$ cat src/rtl/store_unit.sv
// Store unit: SB/SH via read-modify-write, SW as a direct word write, and rejection of invalid width codes.
// Optional macro STORE_MISALIGN_TRAP_EN rejects misaligned SH/SW instead of aligning them down.
module store_unit #(
  parameter int N = 32
) (
  input  logic         clk,
  input  logic         rstb,
  input  logic         req_valid,
  output logic         req_ready,
  input  logic [N-1:0] req_addr,
  input  logic [N-1:0] req_data,
  input  logic [2:0]   req_funct3,
  output logic [N-1:0] mem_addr,
  output logic         mem_wr_ena,
  output logic [N-1:0] mem_din,
  input  logic [N-1:0] mem_dout,
  output logic         done,
  output logic         err
);

  localparam logic [1:0] IDLE = 2'd0;
  localparam logic [1:0] RD   = 2'd1;
  localparam logic [1:0] WR   = 2'd2;
  localparam logic [1:0] ERR  = 2'd3;

  localparam logic [2:0] F3_SB = 3'b000;
  localparam logic [2:0] F3_SH = 3'b001;
  localparam logic [2:0] F3_SW = 3'b010;

  logic [1:0]   state;
  logic [1:0]   state_nxt;
  logic [N-1:0] addr_q;
  logic [N-1:0] data_q;
  logic [2:0]   f3_q;
  logic         accept;
  logic         f3_ok;
  logic         misalign;
  logic [N-1:0] addr_sel;
  logic [N-1:0] merged;

  assign accept = (state == IDLE) && req_valid;
  assign f3_ok  = (req_funct3 == F3_SB) || (req_funct3 == F3_SH) || (req_funct3 == F3_SW);

`ifdef STORE_MISALIGN_TRAP_EN
  assign misalign = ((req_funct3 == F3_SH) && req_addr[0]) ||
                    ((req_funct3 == F3_SW) && (req_addr[1:0] != 2'b00));
`else
  assign misalign = 1'b0;
`endif

  always_comb begin
    state_nxt = state;
    case (state)
      IDLE: begin
        if (accept) begin
          if (!f3_ok || misalign)
            state_nxt = ERR;
          else if (req_funct3 == F3_SW)
            state_nxt = WR;
          else
            state_nxt = RD;
        end
      end
      RD:      state_nxt = WR;
      WR:      state_nxt = IDLE;
      ERR:     state_nxt = IDLE;
      default: state_nxt = IDLE;
    endcase
  end

  always_ff @(posedge clk) begin
    if (!rstb) begin
      state  <= IDLE;
      addr_q <= '0;
      data_q <= '0;
      f3_q   <= '0;
    end else begin
      state <= state_nxt;
      if (accept) begin
        addr_q <= req_addr;
        data_q <= req_data;
        f3_q   <= req_funct3;
      end
    end
  end

  // Memory sees the request address while idle so the RMW read can be issued from RD.
  assign addr_sel   = (state == IDLE) ? req_addr : addr_q;
  assign mem_addr   = {2'b00, addr_sel[N-1:2]};
  assign req_ready  = (state == IDLE);
  assign mem_wr_ena = (state == WR);
  assign done       = (state == WR) || (state == ERR);
  assign err        = (state == ERR);

  // mem_dout in WR is the old word fetched from the address presented during RD.
  always_comb begin
    merged = mem_dout;
    case (f3_q)
      F3_SB:   merged[{addr_q[1:0], 3'b000} +: 8] = data_q[7:0];
      F3_SH:   merged[{addr_q[1], 4'b0000} +: 16] = data_q[15:0];
      default: merged = data_q;
    endcase
  end

  always_comb begin
    mem_din = '0;
    if (state == WR)
      mem_din = merged;
  end

endmodule

$ cat config.mk
export PLATFORM = sky130hd
export DESIGN_NAME = store_unit
export DESIGN_NICKNAME = d
export VERILOG_FILES = /design/src/rtl/store_unit.sv
export SDC_FILE = /design/constraint.sdc
export NUM_CORES = 1
export LEC_CHECK = 0
export ABC_AREA = 1
export CAP_MARGIN = 20
export CORE_ASPECT_RATIO = 0.9
export CORE_UTILIZATION = 44
export DETAILED_ROUTE_END_ITERATION = 8
export PLACE_DENSITY = 0.9
export SKIP_CTS_REPAIR_TIMING = 1
export SYNTH_ARGS = -nofsm -noshare
export SYNTH_HDL_FRONTEND = slang
export SYNTH_SLANG_ARGS = --single-unit
$ cat constraint.sdc
create_clock -name clk -period 2.5 [get_ports clk]
set_input_delay 0.5 -clock clk [delete_from_list [all_inputs] [get_ports clk]]
set_output_delay 0.5 -clock clk [all_outputs]
set_load 0.05 [all_outputs]
Yosys cells after proc, flatten, opt, wreduce, memory -nomap -nowiden
Cells that the tools add are included.
Word-level totals
  flip-flop bits (word level): 69
  output and inout port bits: 68
  word-level logic and storage cells: 34
Cells by class
  $add $sub $neg: 2
  equal/unequal tests: 7
  shift-type cells: 4
  muxes and demuxes: 9
  reduce and logical (&&, ||, !) cells: 8
Operators by type and width (count)
  bitwise mux 32 bit: 2
  two-way mux 32 bit: 2
  case mux 32 bit (2 select lines): 1
  variable shift 16 x 7 -> 32 bit, first input constant: 1
  variable shift 8 x 7 -> 32 bit, first input constant: 1
  variable part select 16 x 7 -> 32 bit: 1
  variable part select 8 x 7 -> 32 bit: 1
  negator 5 -> 7 bit: 2
  == test 3 x 1 -> 1 bit, second input constant: 2
  zero test 3 bit: 2
  two-way mux 2 bit: 3
  case mux 2 bit (3 select lines): 1
  == test 2 bit, second input constant: 2
  == test 3 x 2 -> 1 bit, second input constant: 1
  logical OR 1 bit: 3
  == test 2 x 1 -> 1 bit, second input constant: 1
  zero test 2 bit: 1
  inequality test 2 x 1 -> 1 bit, second input constant: 1
  OR reduction 2 bit: 1
  logical AND 1 bit: 1

Longest topological paths before layout
  depth after elaboration: 6
  gate-level depth with buffers: 9
  depth with buffers taken out: 7

Worst setup path after synthesis
No wires, ideal clock.
  kind: register -> output
  start: reg addr_q[0]
  end: out mem_din[14]
  arrival: 2141 ps
  data required time: 2000 ps
  slack: -141 ps
  stages on the path, launching flop included: 10
  buffers on the path: 2
  cells stage by stage: dfxtp_1 buf_2 inv_1 ha_1 inv_1 buf_2 nand3_1 o21ai_0 nand2_1 a21oi_1
Between the ends
  longest elaborated chain between the ends: 5
  elaborated cells on any way between the ends: 6
  classes of those cells: add/sub: 1; shift: 2; mux: 3
RTL lines
  from (decl): RTL line 32  | logic [N-1:0] addr_q;
  from (signal assigned): RTL line 80  | addr_q <= req_addr;
  negator 5 -> 7 bit *: RTL line 99  | F3_SB: merged[{addr_q[1:0], 3'b000} +: 8] = data_q[7:0];
  variable part select 8 x 7 -> 32 bit / variable shift 8 x 7 -> 32 bit (equally long branches): RTL line 99
  bitwise mux 32 bit *: RTL line 99
  case mux 32 bit (2 select lines) *: RTL line 98  | case (f3_q)
  two-way mux 32 bit *: RTL line 107  | if (state == WR)
  to (decl): RTL line 15  | output logic [N-1:0] mem_din,
Every way passes the cells marked *; elsewhere a longest branch is shown, timed or not.

Worst setup path after layout
  start: reg addr_q[1]
  end: out mem_din[29]
Between the ends
  longest elaborated chain between the ends: 5
  elaborated cells on any way between the ends: 10
  classes of those cells: add/sub: 2; shift: 4; mux: 4
RTL lines
  negator 5 -> 7 bit, on equally long branches: RTL line 100, 99
  variable part select 16 x 7 -> 32 bit (tied with other cells): RTL line 100  | F3_SH: merged[{addr_q[1], 4'b0000} +: 16] = data_q[15:0];
  bitwise mux 32 bit, on equally long branches: RTL line 100, 99
  case mux 32 bit (2 select lines) *: RTL line 98
  two-way mux 32 bit *: RTL line 107
Marked as above.

==> flow_metrics.env <==
export IMPL_layout_drive_gt1_share_pct=17.69
export IMPL_die_y_um=96.21
export IMPL_drtPass1Iterations=5
export IMPL_final_max_slew_viol_count=0
export IMPL_netlist_area_um2=4339
export IMPL_vias=5317
export IMPL_max_clock_path_buffers=2
export IMPL_synth_edf_count=0
export IMPL_fin_worst_skew_ps=14.20
export IMPL_grt_max_degree=63
export IMPL_dieWidth_um=106.7
export IMPL_core_rowCount=34
export IMPL_core_area_um2=9614
export IMPL_synth_ff_latch_count=69
export IMPL_port_buffers=167
export IMPL_fillers=743
export IMPL_powerDensity_nw_per_um2=585.5
export IMPL_antenna_found_initial=0
export IMPL_grt_ovfl_total=0
export IMPL_ir_worst_vdd_v=0.0005012
export IMPL_fin_nets=961
export IMPL_path_buf_inv=4
export IMPL_critPathKind="reg2out"
export IMPL_leakage_uw=0.002862
export IMPL_stdcell_area_um2=7102
export IMPL_num_io_pins=170
export IMPL_setup_viol_count_final=0
export IMPL_period_share_pct=98.16
export IMPL_drt_iter0_markers=307
export IMPL_cp_arrival_ps=1950
export IMPL_worstSetupEndpointType="output port"
export IMPL_cts_tree="built"
export IMPL_final_antenna_net_count=0
export IMPL_crit_chain="inv_2, ha_2, inv_2, buf_4, nand4_1, a21oi_1, nor2_1, nor2_1, buf_12"
export IMPL_ys_types=25
export IMPL_critical_path_slowest_cell="dfxtp_1"
export IMPL_yosys_warnings=0
export IMPL_grt_first_pass_wirelength_mm=22.37
export IMPL_cts_root_buf="clkbuf_8"
export IMPL_drc_errors=0
export IMPL_hold_viol=0
export IMPL_slowest_delay_ps=380
export IMPL_clk_pin_slew_worst_paths_ps=90
export IMPL_place_area_um2=6763
export IMPL_htree_levels=3
export IMPL_required_ps=2000
export IMPL_dp_final_hpwl_mm=10.38
export IMPL_hold_path_class="reg2reg"
export IMPL_finalSetupTns_ps=0
export IMPL_viasPerCell=5.392
export IMPL_wl_per_cell_um=14.54
export IMPL_grt_pass1_vias=4750
export IMPL_syn2layout_area_growth_pct=63.67
export IMPL_startpoint_type="register"
export IMPL_tightest_slew_ps=797.2
export IMPL_fin_total_pwr_uw=4158
export IMPL_slew_headroom_pct=46.85
export IMPL_dieArea_um2=10260
export IMPL_track_usage_pct=27.56
export IMPL_cts_buffers=9
export IMPL_synthArstFlopShare_pct=0
export IMPL_ys_seq_area_share_pct=31.83
export IMPL_clkSinkCount=69
export IMPL_fmax_ghz=0.4075
export IMPL_period_minus_slack_ps=2454
export IMPL_crit_fanout=8
export IMPL_avgSynthCellArea_um2=6.155
export IMPL_crit_family="buffers and inverters"
export IMPL_netlist_instances=705
export IMPL_clock_latency_ps=340
export IMPL_rsz0062_at_grt="yes"
export IMPL_gp_congestion=0.9042
export IMPL_synth_main_ff_cell="dfxtp_1"
export IMPL_wl_mm=14.33
export IMPL_cap_viol_max_count=0
export IMPL_status="finished, final reports clean"
export IMPL_initial_core_util_pct=45.13
-- where the power goes --
| part | internal (uW) | leakage [uW] | switching [uW] |
|---|---|---|---|
| sequential | 1200 | 0.000573 | 79.3 |
| clock | 668 | 0.000124 | 461 |
| combinational | 736 | 0.00217 | 1010 |
-- cells in the mapped netlist (3+ instances only) --
cell type | n | area [um^2]
a21oi_1 | 82 | 410.4
buf_2 | 16 | 80.08
buf_4 | 5 | 37.54
buf_6 | 6 | 67.56
clkbuf_1 | 20 | 75.07
clkbuf_2 | 5 | 25.02
dfxtp_1 | 69 | 1381
ha_1 | 5 | 62.56
inv_1 | 73 | 274.0
inv_2 | 3 | 11.26
nand2_1 | 113 | 424.2
nand3_1 | 25 | 125.1
nand4_1 | 25 | 156.4
nor2_1 | 107 | 401.6
o21ai_0 | 136 | 680.7
o21ai_1 | 3 | 15.01
-- metal layers --
layer | wire length [um] | part of all wire [%] | GRT usage (%) | vias to the layer above
met2 | 6771 | 47 | 46.72 | 277
met3 | 1699 | 12 | 10.02 | 29
met5 | 0 | 0 | 0 | -
met4 | 316 | 2.2 | 10.62 | 0
li1 | - | - | - | 2611
met1 | 5547 | 39 | 31.87 | 2400
-- sequential cells by signal (all words and copies together) (netlist names) --
register,cells
addr_q,32
f3_q,3
state,2
data_q,32
-- kinds of logic after synthesis --
family | share of synthesized area (%)
AO/OA/AOI/OAI | 26.10
AND/OR/NAND/NOR | 27.31
flip-flops | 31.83
other | 0.08642
adder cells (fa/ha/maj) | 1.442
buffers and inverters | 13.24
-- metrics by stage --
step	worst slack (ps)	utilization (%)	instances	hold WS, ps
2_1_floorplan	-87.82	-	706	424.5
3_3_place_gp	317.0	70.34	965	433.3
3_5_place_dp	286.0	70.34	965	439.3
4_1_cts	-102.0	72.89	981	454.0
5_1_grt	-67.64	73.84	985	470.4
6_report	45.94	73.87	986	451.3
-- worst register-to-register path: stages, from the launching register on --
cell	delay, ps
dfxtp_1	470
nor2_4	60
buf_12	190
nand2_4	320
buf_4	320
o21ai_0	140
a21oi_1	180
-- cell type report --
| class | instances | area [um^2] | share of cell area [%] |
|---|---|---|---|
| flip-flops and latches | 69 | 1384 | 19.49 |
| diodes | 1 | 2.502 | 0.03524 |
| repair inverters | 2 | 10.01 | 0.1409 |
| well taps | 126 | 157.7 | 2.220 |
| multi-input cells | 509 | 2529 | 35.61 |
| repair buffers | 186 | 2479 | 34.90 |
| clock buffers | 9 | 123.9 | 1.744 |
| clock inverters | 7 | 121.4 | 1.709 |
| inverters | 77 | 295.3 | 4.158 |
-- cells in the final DEF (no fill, tap or decap), drive strengths merged --
master / Yosys / routed
o21a: 1 / 1
nand2: 117 / 117
diode: 0 / 1
dlymetal6s2s: 0 / 1
dfxtp: 69 / 69
nand4: 25 / 25
nor2: 110 / 111
clkbuf: 25 / 9
clkinvlp: 0 / 3
inv: 76 / 77
clkdlybuf4s50: 0 / 102
o21ai: 140 / 140
o311a: 1 / 1
a21oi: 82 / 82
ha: 5 / 5
bufinv: 0 / 3
nand3: 25 / 25
conb: 1 / 2
clkinv: 1 / 3
buf: 27 / 83
-- final timing paths --
check,start,end,slack [ps],cells after the start
worst max-delay path,addr_q[1]$_SDFFE_PN0P_,mem_din[29],50,9
worst min-delay path,addr_q[3]$_SDFFE_PN0P_,addr_q[3]$_SDFFE_PN0P_,450,2
worst max register to register,state[0]$_SDFFE_PN0P_,data_q[16]$_SDFFE_PN0P_,740,6
worst min register to register,addr_q[3]$_SDFFE_PN0P_,addr_q[3]$_SDFFE_PN0P_,450,2
No activity file was read; power rests on OpenSTA's default activity.
